### src/rtl/instr_fetch_unit_if.sv
// Fetch-to-decode opcode interface: one 32-bit instruction per valid/ready handshake.
// Fetch side (master) drives valid, instruction, opcode and PC; decode side (slave) drives ready.
// Payload must stay stable while if_valid is high and if_ready is low.
interface instr_fetch_unit_if #(
  parameter int PC_W = 64
);
  logic            if_valid;
  logic            if_ready;
  logic [31:0]     if_instr;
  logic [10:0]     if_opcode;
  logic [PC_W-1:0] if_pc;

  modport master (
    output if_valid,
    output if_instr,
    output if_opcode,
    output if_pc,
    input  if_ready
  );

  modport slave (
    input  if_valid,
    input  if_instr,
    input  if_opcode,
    input  if_pc,
    output if_ready
  );
endinterface

### src/rtl/instr_fetch_unit.sv
// LEGv8 fetch stage: PC plus word-addressed imem, with CBZ redirect and a sticky halt on a bad fetch PC.
// Latency: one cycle from PC to registered if_* outputs; a redirect target appears two cycles after br_taken.
// Backpressure: if_valid && !if_ready freezes pc and all if_* outputs. Optional macro IF_PREDECODE_EN adds if_class.
module instr_fetch_unit #(
  parameter int IMEM_DEPTH = 64,
  parameter int PC_W       = 64,
  parameter int AW         = 6
) (
  input  logic                clk,
  input  logic                rst,
  input  logic                imem_we,
  input  logic [AW-1:0]       imem_waddr,
  input  logic [31:0]         imem_wdata,
  input  logic                br_taken,
  input  logic [PC_W-1:0]     br_pc,
  input  logic [18:0]         br_off,
  instr_fetch_unit_if.master  ifc,
`ifdef IF_PREDECODE_EN
  output logic [1:0]          if_class,
`endif
  output logic                fault
);

  typedef enum logic {RUN = 1'b0, HALT = 1'b1} state_e;

  localparam logic [PC_W-1:0] PC_LIMIT = PC_W'(IMEM_DEPTH * 4);

  logic [31:0]     imem [IMEM_DEPTH];

  state_e          state_q, state_d;
  logic [PC_W-1:0] pc_q, pc_d;
  logic            valid_q, valid_d;
  logic [31:0]     instr_q, instr_d;
  logic [PC_W-1:0] ifpc_q, ifpc_d;

  logic            fetch_slot;
  logic            pc_bad;
  logic            do_redirect;
  logic            do_fetch;
  logic [31:0]     fetch_word;
  logic [PC_W-1:0] br_target;

  // A new fetch may issue when the output register is empty or being drained this cycle.
  assign fetch_slot = !valid_q || ifc.if_ready;
  // Past the end of imem or not word-aligned: this fetch must never issue.
  assign pc_bad     = (pc_q >= PC_LIMIT) || (pc_q[1:0] != 2'b00);
  // Combinational read sees the array before this edge's write lands (old data on collision).
  assign fetch_word = imem[pc_q[AW+1:2]];
  // imm19 is a signed word offset; the sum wraps modulo 2^PC_W.
  assign br_target  = br_pc + {{(PC_W-21){br_off[18]}}, br_off, 2'b00};

`ifdef IF_PREDECODE_EN
  logic [1:0] class_q, class_d;

  function automatic logic [1:0] classify(input logic [10:0] op);
    logic [1:0] c;
    c = 2'b00;
    if (op[10] && (op[7:4] == 4'b0101) && (op[2:0] == 3'b000)) c = 2'b01;
    else if (op[10:3] == 8'b11111000)                          c = 2'b10;
    else if (op[10:3] == 8'b10110100)                          c = 2'b11;
    return c;
  endfunction
`endif

  // Instruction memory load port; contents deliberately survive reset.
  always_ff @(posedge clk) begin
    if (imem_we) imem[imem_waddr] <= imem_wdata;
  end

  // State and datapath registers, synchronous reset.
  always_ff @(posedge clk) begin
    if (rst) begin
      state_q <= RUN;
      pc_q    <= '0;
      valid_q <= 1'b0;
      instr_q <= '0;
      ifpc_q  <= '0;
`ifdef IF_PREDECODE_EN
      class_q <= 2'b00;
`endif
    end else begin
      state_q <= state_d;
      pc_q    <= pc_d;
      valid_q <= valid_d;
      instr_q <= instr_d;
      ifpc_q  <= ifpc_d;
`ifdef IF_PREDECODE_EN
      class_q <= class_d;
`endif
    end
  end

  // Next state: halt only when a fetch would actually issue from a bad PC; HALT is left only by reset.
  always_comb begin
    state_d = state_q;
    case (state_q)
      RUN:     if (!br_taken && fetch_slot && pc_bad) state_d = HALT;
      HALT:    state_d = HALT;
      default: state_d = HALT;
    endcase
  end

  // Control outputs of the FSM: redirect beats fetch, HALT ignores both.
  always_comb begin
    do_redirect = (state_q == RUN) && br_taken;
    do_fetch    = (state_q == RUN) && !br_taken && fetch_slot && !pc_bad;
    fault       = (state_q == HALT);
  end

  // Datapath next values: squash on redirect, load on fetch, otherwise hold.
  always_comb begin
    pc_d    = pc_q;
    valid_d = valid_q;
    instr_d = instr_q;
    ifpc_d  = ifpc_q;
`ifdef IF_PREDECODE_EN
    class_d = class_q;
`endif
    if (do_redirect) begin
      pc_d    = br_target;
      valid_d = 1'b0;
    end else if (do_fetch) begin
      instr_d = fetch_word;
      ifpc_d  = pc_q;
      valid_d = 1'b1;
      pc_d    = pc_q + PC_W'(4);
`ifdef IF_PREDECODE_EN
      class_d = classify(fetch_word[31:21]);
`endif
    end else if (state_d == HALT) begin
      valid_d = 1'b0;
    end
  end

  assign ifc.if_valid  = valid_q;
  assign ifc.if_instr  = instr_q;
  assign ifc.if_opcode = instr_q[31:21];
  assign ifc.if_pc     = ifpc_q;
`ifdef IF_PREDECODE_EN
  assign if_class      = class_q;
`endif

endmodule

### src/flat_wrapper.sv
// flat-port wrapper written by rule: the top's interface ports become plain ports
module instr_fetch_unit_flat 
#(
  parameter int IMEM_DEPTH = 64,
  parameter int PC_W       = 64,
  parameter int AW         = 6
)
  (clk, rst, imem_we, imem_waddr, imem_wdata, br_taken, br_pc, br_off, fault, ifc_if_valid, ifc_if_instr, ifc_if_opcode, ifc_if_pc, ifc_if_ready);
  instr_fetch_unit_if #(.PC_W(PC_W)) ifc_i ();
  input  logic clk;
  input  logic rst;
  input  logic imem_we;
  input  logic [AW-1:0] imem_waddr;
  input  logic [31:0] imem_wdata;
  input  logic br_taken;
  input  logic [PC_W-1:0] br_pc;
  input  logic [18:0] br_off;
  output logic fault;
  output wire logic [$bits(ifc_i.if_valid)-1:0] ifc_if_valid;
  output wire logic [$bits(ifc_i.if_instr)-1:0] ifc_if_instr;
  output wire logic [$bits(ifc_i.if_opcode)-1:0] ifc_if_opcode;
  output wire logic [$bits(ifc_i.if_pc)-1:0] ifc_if_pc;
  input wire logic [$bits(ifc_i.if_ready)-1:0] ifc_if_ready;
  assign ifc_if_valid = ifc_i.if_valid;
  assign ifc_if_instr = ifc_i.if_instr;
  assign ifc_if_opcode = ifc_i.if_opcode;
  assign ifc_if_pc = ifc_i.if_pc;
  assign ifc_i.if_ready = ifc_if_ready;
  instr_fetch_unit #(.IMEM_DEPTH(IMEM_DEPTH), .PC_W(PC_W), .AW(AW)) u_core (.clk(clk), .rst(rst), .imem_we(imem_we), .imem_waddr(imem_waddr), .imem_wdata(imem_wdata), .br_taken(br_taken), .br_pc(br_pc), .br_off(br_off), .ifc(ifc_i), .fault(fault));
endmodule
### config.mk
export PLATFORM = sky130hd
export DESIGN_NAME = instr_fetch_unit_flat
export DESIGN_NICKNAME = d
export VERILOG_FILES = /design/src/rtl/instr_fetch_unit_if.sv /design/src/rtl/instr_fetch_unit.sv /design/src/flat_wrapper.sv
export SDC_FILE = /design/constraint.sdc
export NUM_CORES = 2
export LEC_CHECK = 0
export CAP_MARGIN = 25
export CELL_PAD_IN_SITES_DETAIL_PLACEMENT = 1
export CELL_PAD_IN_SITES_GLOBAL_PLACEMENT = 2
export CORE_ASPECT_RATIO = 1.2
export CORE_UTILIZATION = 35
export DETAILED_ROUTE_END_ITERATION = 7
export PLACE_DENSITY_LB_ADDON = 0.05
export SYNTH_ARGS = -nofsm -noshare
export SYNTH_HDL_FRONTEND = slang
export SYNTH_SLANG_ARGS = --single-unit
### constraint.sdc
create_clock -name clk -period 7.5 [get_ports clk]
set_input_delay 1.5 -clock clk [delete_from_list [all_inputs] [get_ports clk]]
set_output_delay 1.5 -clock clk [all_outputs]
set_load 0.02 [all_outputs]
==> run_results.csv <==
group,metric,value,unit
yosys,syn-num-nets,4333,
yosys,synth-main-ff-cell,"edfxtp_1",
yosys,synthDistinctLibCells,70,
drt,wl_per_cell,33.9,um
sta,period_needed,4.50,ns
clock_network,holdBufCountCts,0,
power_and_ir_drop,p_leak,31.1,nW
clock_network,numCtsBuffers,235,
setup_path,cp-start-kind,"primary input",
drt,drc,0,
job,cap_violations,0,
die,start_util,0.351,
layout,multi_input_area,21500,um^2
power_and_ir_drop,p_int,0.0208,W
layout,stdcell_area,101000,um^2
global_routing,grt_usage,0.215,
sta,slew_headroom,0.255,
worst_hold_path,hold_class,"flop to flop",
yosys,synth_area,86900,um^2
power_and_ir_drop,p_switching,0.00615,W
placed_design,placed_cells,7517,
drt,drtIter0Drc,3121,
placed_design,gp_congestion,0.810,
yosys,synthArstFlopShare,0,
die,row_count,200,
sta,worst_pin_slew,1.12,ns
drt,vias,42800,
yosys,ys_warn_count,0,
clock_network,insertion_delay,0.88,ns
layout,final-seq-area,64800,um^2
clock_network,path_clk_slew,0.07,ns
sta,hold_viol,0,
power_and_ir_drop,p_comb_frac,0.081,
yosys,synth_area_per_cell,21.0,um^2
drt,vias_per_cell,5.39,
layout,area_growth,16.7,%
setup_path,cp.required,8.28,ns
yosys,ys_ff_latch,2210,
sta,rsz0062_at_grt,"false",
layout,drive_gt1_frac,0.265,
drt,antenna_left,0,
layout,stdcell_count,7946,
setup_path,end_kind,"flop",
setup_path,critPathMaxFanout,3,
die,ios,235,
clock_network,cts_sinks,2210,
global_routing,antenna_found_initial,10,
power_and_ir_drop,pwr-share-clk,0.412,
power_and_ir_drop,p_sw_frac,0.228,
clock_network,cts_tree,"yes",
die,die-area,250000,um^2
placed_design,place_area,94100,um^2
power_and_ir_drop,power_frac_seq,0.507,
drt,drtPass1Iterations,5,
sta,slew_viol_final,0,
power_and_ir_drop,vdd_drop_max,0.175,mV
power_and_ir_drop,power_density,266,nW/um^2
global_routing,grt_pass1_wl,376000,um
clock_network,post_cts_buffers,0,
die,dieHeight,548,um
placed_design,hpwl,166000,um
clock_network,cts_root_buf,"clkbuf_16",
yosys,yosysSeqAreaShare,0.745,
layout,mostFrequentLayoutCells,"2048 x edfxtp_1, 647 x mux4_2, 238 x clkbuf_16",
clock_network,cts_buffer_depth,4,
layout,mostFrequentLayoutCell,"edfxtp_1",
sta,finClkSkew,0.0366,ns
sta,setup_viol,0,
global_routing,grt-ovfl-total,0,
layout,fillers,23100,
status,status,"finished clean",
drt,wl,269000,um
global_routing,grt_max_degree,112,
die,core,247000,um^2
global_routing,grt_pass1_vias,46700,
die,fp.dieW,457,um
sta,fin_crit_sh,0.600,
sta,finalSetupTns,0,ns
clock_network,cts-htree-levels,4,
sta,clock.fmax,0.222,GHz
yosys,synthesis.instances,4143,
setup_path,criticalPathCategory,"primary input to flop",
setup_path,crit_arrival,5.28,ns
placed_design,io_buffers,234,
yosys,synth_edf_count,2048,
layout,nets,4721,
clock_network,cts_resized,0,
per-stage QoR:
stage | setup slack (ns) | util | total power, W | hold WS, ns
after detailed placement | 2.12 | 0.381 | 0.0162 | 0.443
after CTS | 3.08 | 0.409 | 0.0273 | 0.455
final | 3.00 | 0.410 | 0.0269 | 0.453
after floorplan | 2.81 | - | 0.0152 | 0.425
after global routing | 2.92 | 0.410 | 0.0278 | 0.466
after global placement | 2.13 | 0.379 | 0.0162 | 0.440
critical path, cell delays in order:
cell	delay (ns)
clkdlybuf4s50_1	0.46
ha_1	0.21
fa_1	0.28
a211oi_1	0.12
o211ai_1	0.32
nand4_1	0.24
a211o_1	0.41
a2111oi_2	0.82
o211ai_1	0.22
a211oi_1	0.37
nor3_1	0.10
o31ai_1	0.24
per-layer routing:
| metal | track usage | vias to the layer above | wire, um |
|---|---|---|---|
| met1 | 0.262 | 23600 | 107000 |
| li1 | - | 18000 | - |
| met2 | 0.403 | 846 | 147000 |
| met4 | 0.0531 | 2 | 6250 |
| met3 | 0.0230 | 306 | 8670 |
| met5 | 0 | - | 13 |
cells in the mapped netlist, types with 4 or more instances:
library cell | instances | area share
edfxtp_1 | 2048 | 0.71
mux4_2 | 647 | 0.17
nand2_1 | 185 | 0.0080
dfxtp_1 | 162 | 0.037
a21oi_1 | 131 | 0.0075
nor2_1 | 126 | 0.0054
clkbuf_1 | 121 | 0.0052
buf_2 | 67 | 0.0039
ha_1 | 63 | 0.0091
and2_1 | 60 | 0.0043
o21ai_0 | 57 | 0.0033
a21o_1 | 42 | 0.0036
a211oi_1 | 33 | 0.0029
xnor2_1 | 32 | 0.0032
nand4_1 | 30 | 0.0022
buf_4 | 28 | 0.0024
xor2_1 | 27 | 0.0027
buf_1 | 21 | 0.00091
mux2i_1 | 19 | 0.0022
nor4_1 | 19 | 0.0014
nand3_1 | 18 | 0.0010
nor3_1 | 18 | 0.0010
nor2b_1 | 17 | 0.0012
inv_1 | 16 | 0.00069
o21bai_1 | 15 | 0.0013
mux2_2 | 13 | 0.0017
nand2b_1 | 10 | 0.00072
o22ai_1 | 10 | 0.00072
a221oi_1 | 9 | 0.00091
a31oi_1 | 9 | 0.00065
o211ai_1 | 8 | 0.00069
o21a_1 | 7 | 0.00060
or2_2 | 5 | 0.00036
or3_1 | 5 | 0.00036
a221o_1 | 4 | 0.00046
and3_1 | 4 | 0.00029
path summary, 6_finish.rpt:
check	cells past startpoint	endpoint	startpoint	slack (ns)
worst max-delay path	12	u_core.pc_q[60]$_SDFFE_PP0P_	br_pc[2]	3.00
worst max register to register	7	u_core.ifc.if_instr[30]$_SDFFE_PP0P_	u_core.pc_q[3]$_SDFFE_PP0P_	3.24
worst min register to register	2	u_core.ifc.if_pc[7]$_SDFFE_PP0P_	u_core.ifc.if_pc[7]$_SDFFE_PP0P_	0.45
worst min-delay path	2	u_core.ifc.if_pc[7]$_SDFFE_PP0P_	u_core.ifc.if_pc[7]$_SDFFE_PP0P_	0.45
layout make-up:
type / instances / area share
Sequential cell: 2210 / 0.639
Multi-Input combinational cell: 1679 / 0.212
Clock buffer: 310 / 0.0623
Tap cell: 3232 / 0.0399
Timing Repair Buffer: 389 / 0.0383
Clock inverter: 107 / 0.00813
Inverter: 16 / 0.000592
Antenna cell: 3 / 0.0000740
cells by family after synthesis:
kind of cell,Yosys count,synth area share
adder cells (fa/ha/maj),64,0.00930
AO/OA/AOI/OAI,365,0.0272
multiplexers,679,0.172
XOR/XNOR,59,0.00595
flip-flops,2210,0.745
AND/OR/NAND/NOR,512,0.0278
buffers and inverters,254,0.0132
power groups by stage:
stage	combinational (W)	sequential [W]	clock, W
after floorplan	0.00133	0.0139	0
after global placement	0.00224	0.0139	0
after detailed placement	0.00225	0.0139	0
after CTS	0.00226	0.0137	0.0114
after global routing	0.00235	0.0137	0.0118
final	0.00219	0.0137	0.0111
flip-flops by register name (all words and copies together) (netlist names):
| name | cells |
|---|---|
| u_core.ifc.if_instr | 32 |
| u_core.pc_q | 64 |
| u_core.imem | 2048 |
| u_core.ifc.if_valid | 1 |
| u_core.ifc.if_pc | 64 |
| u_core.fault | 1 |
(Power assumes the default switching activity.)
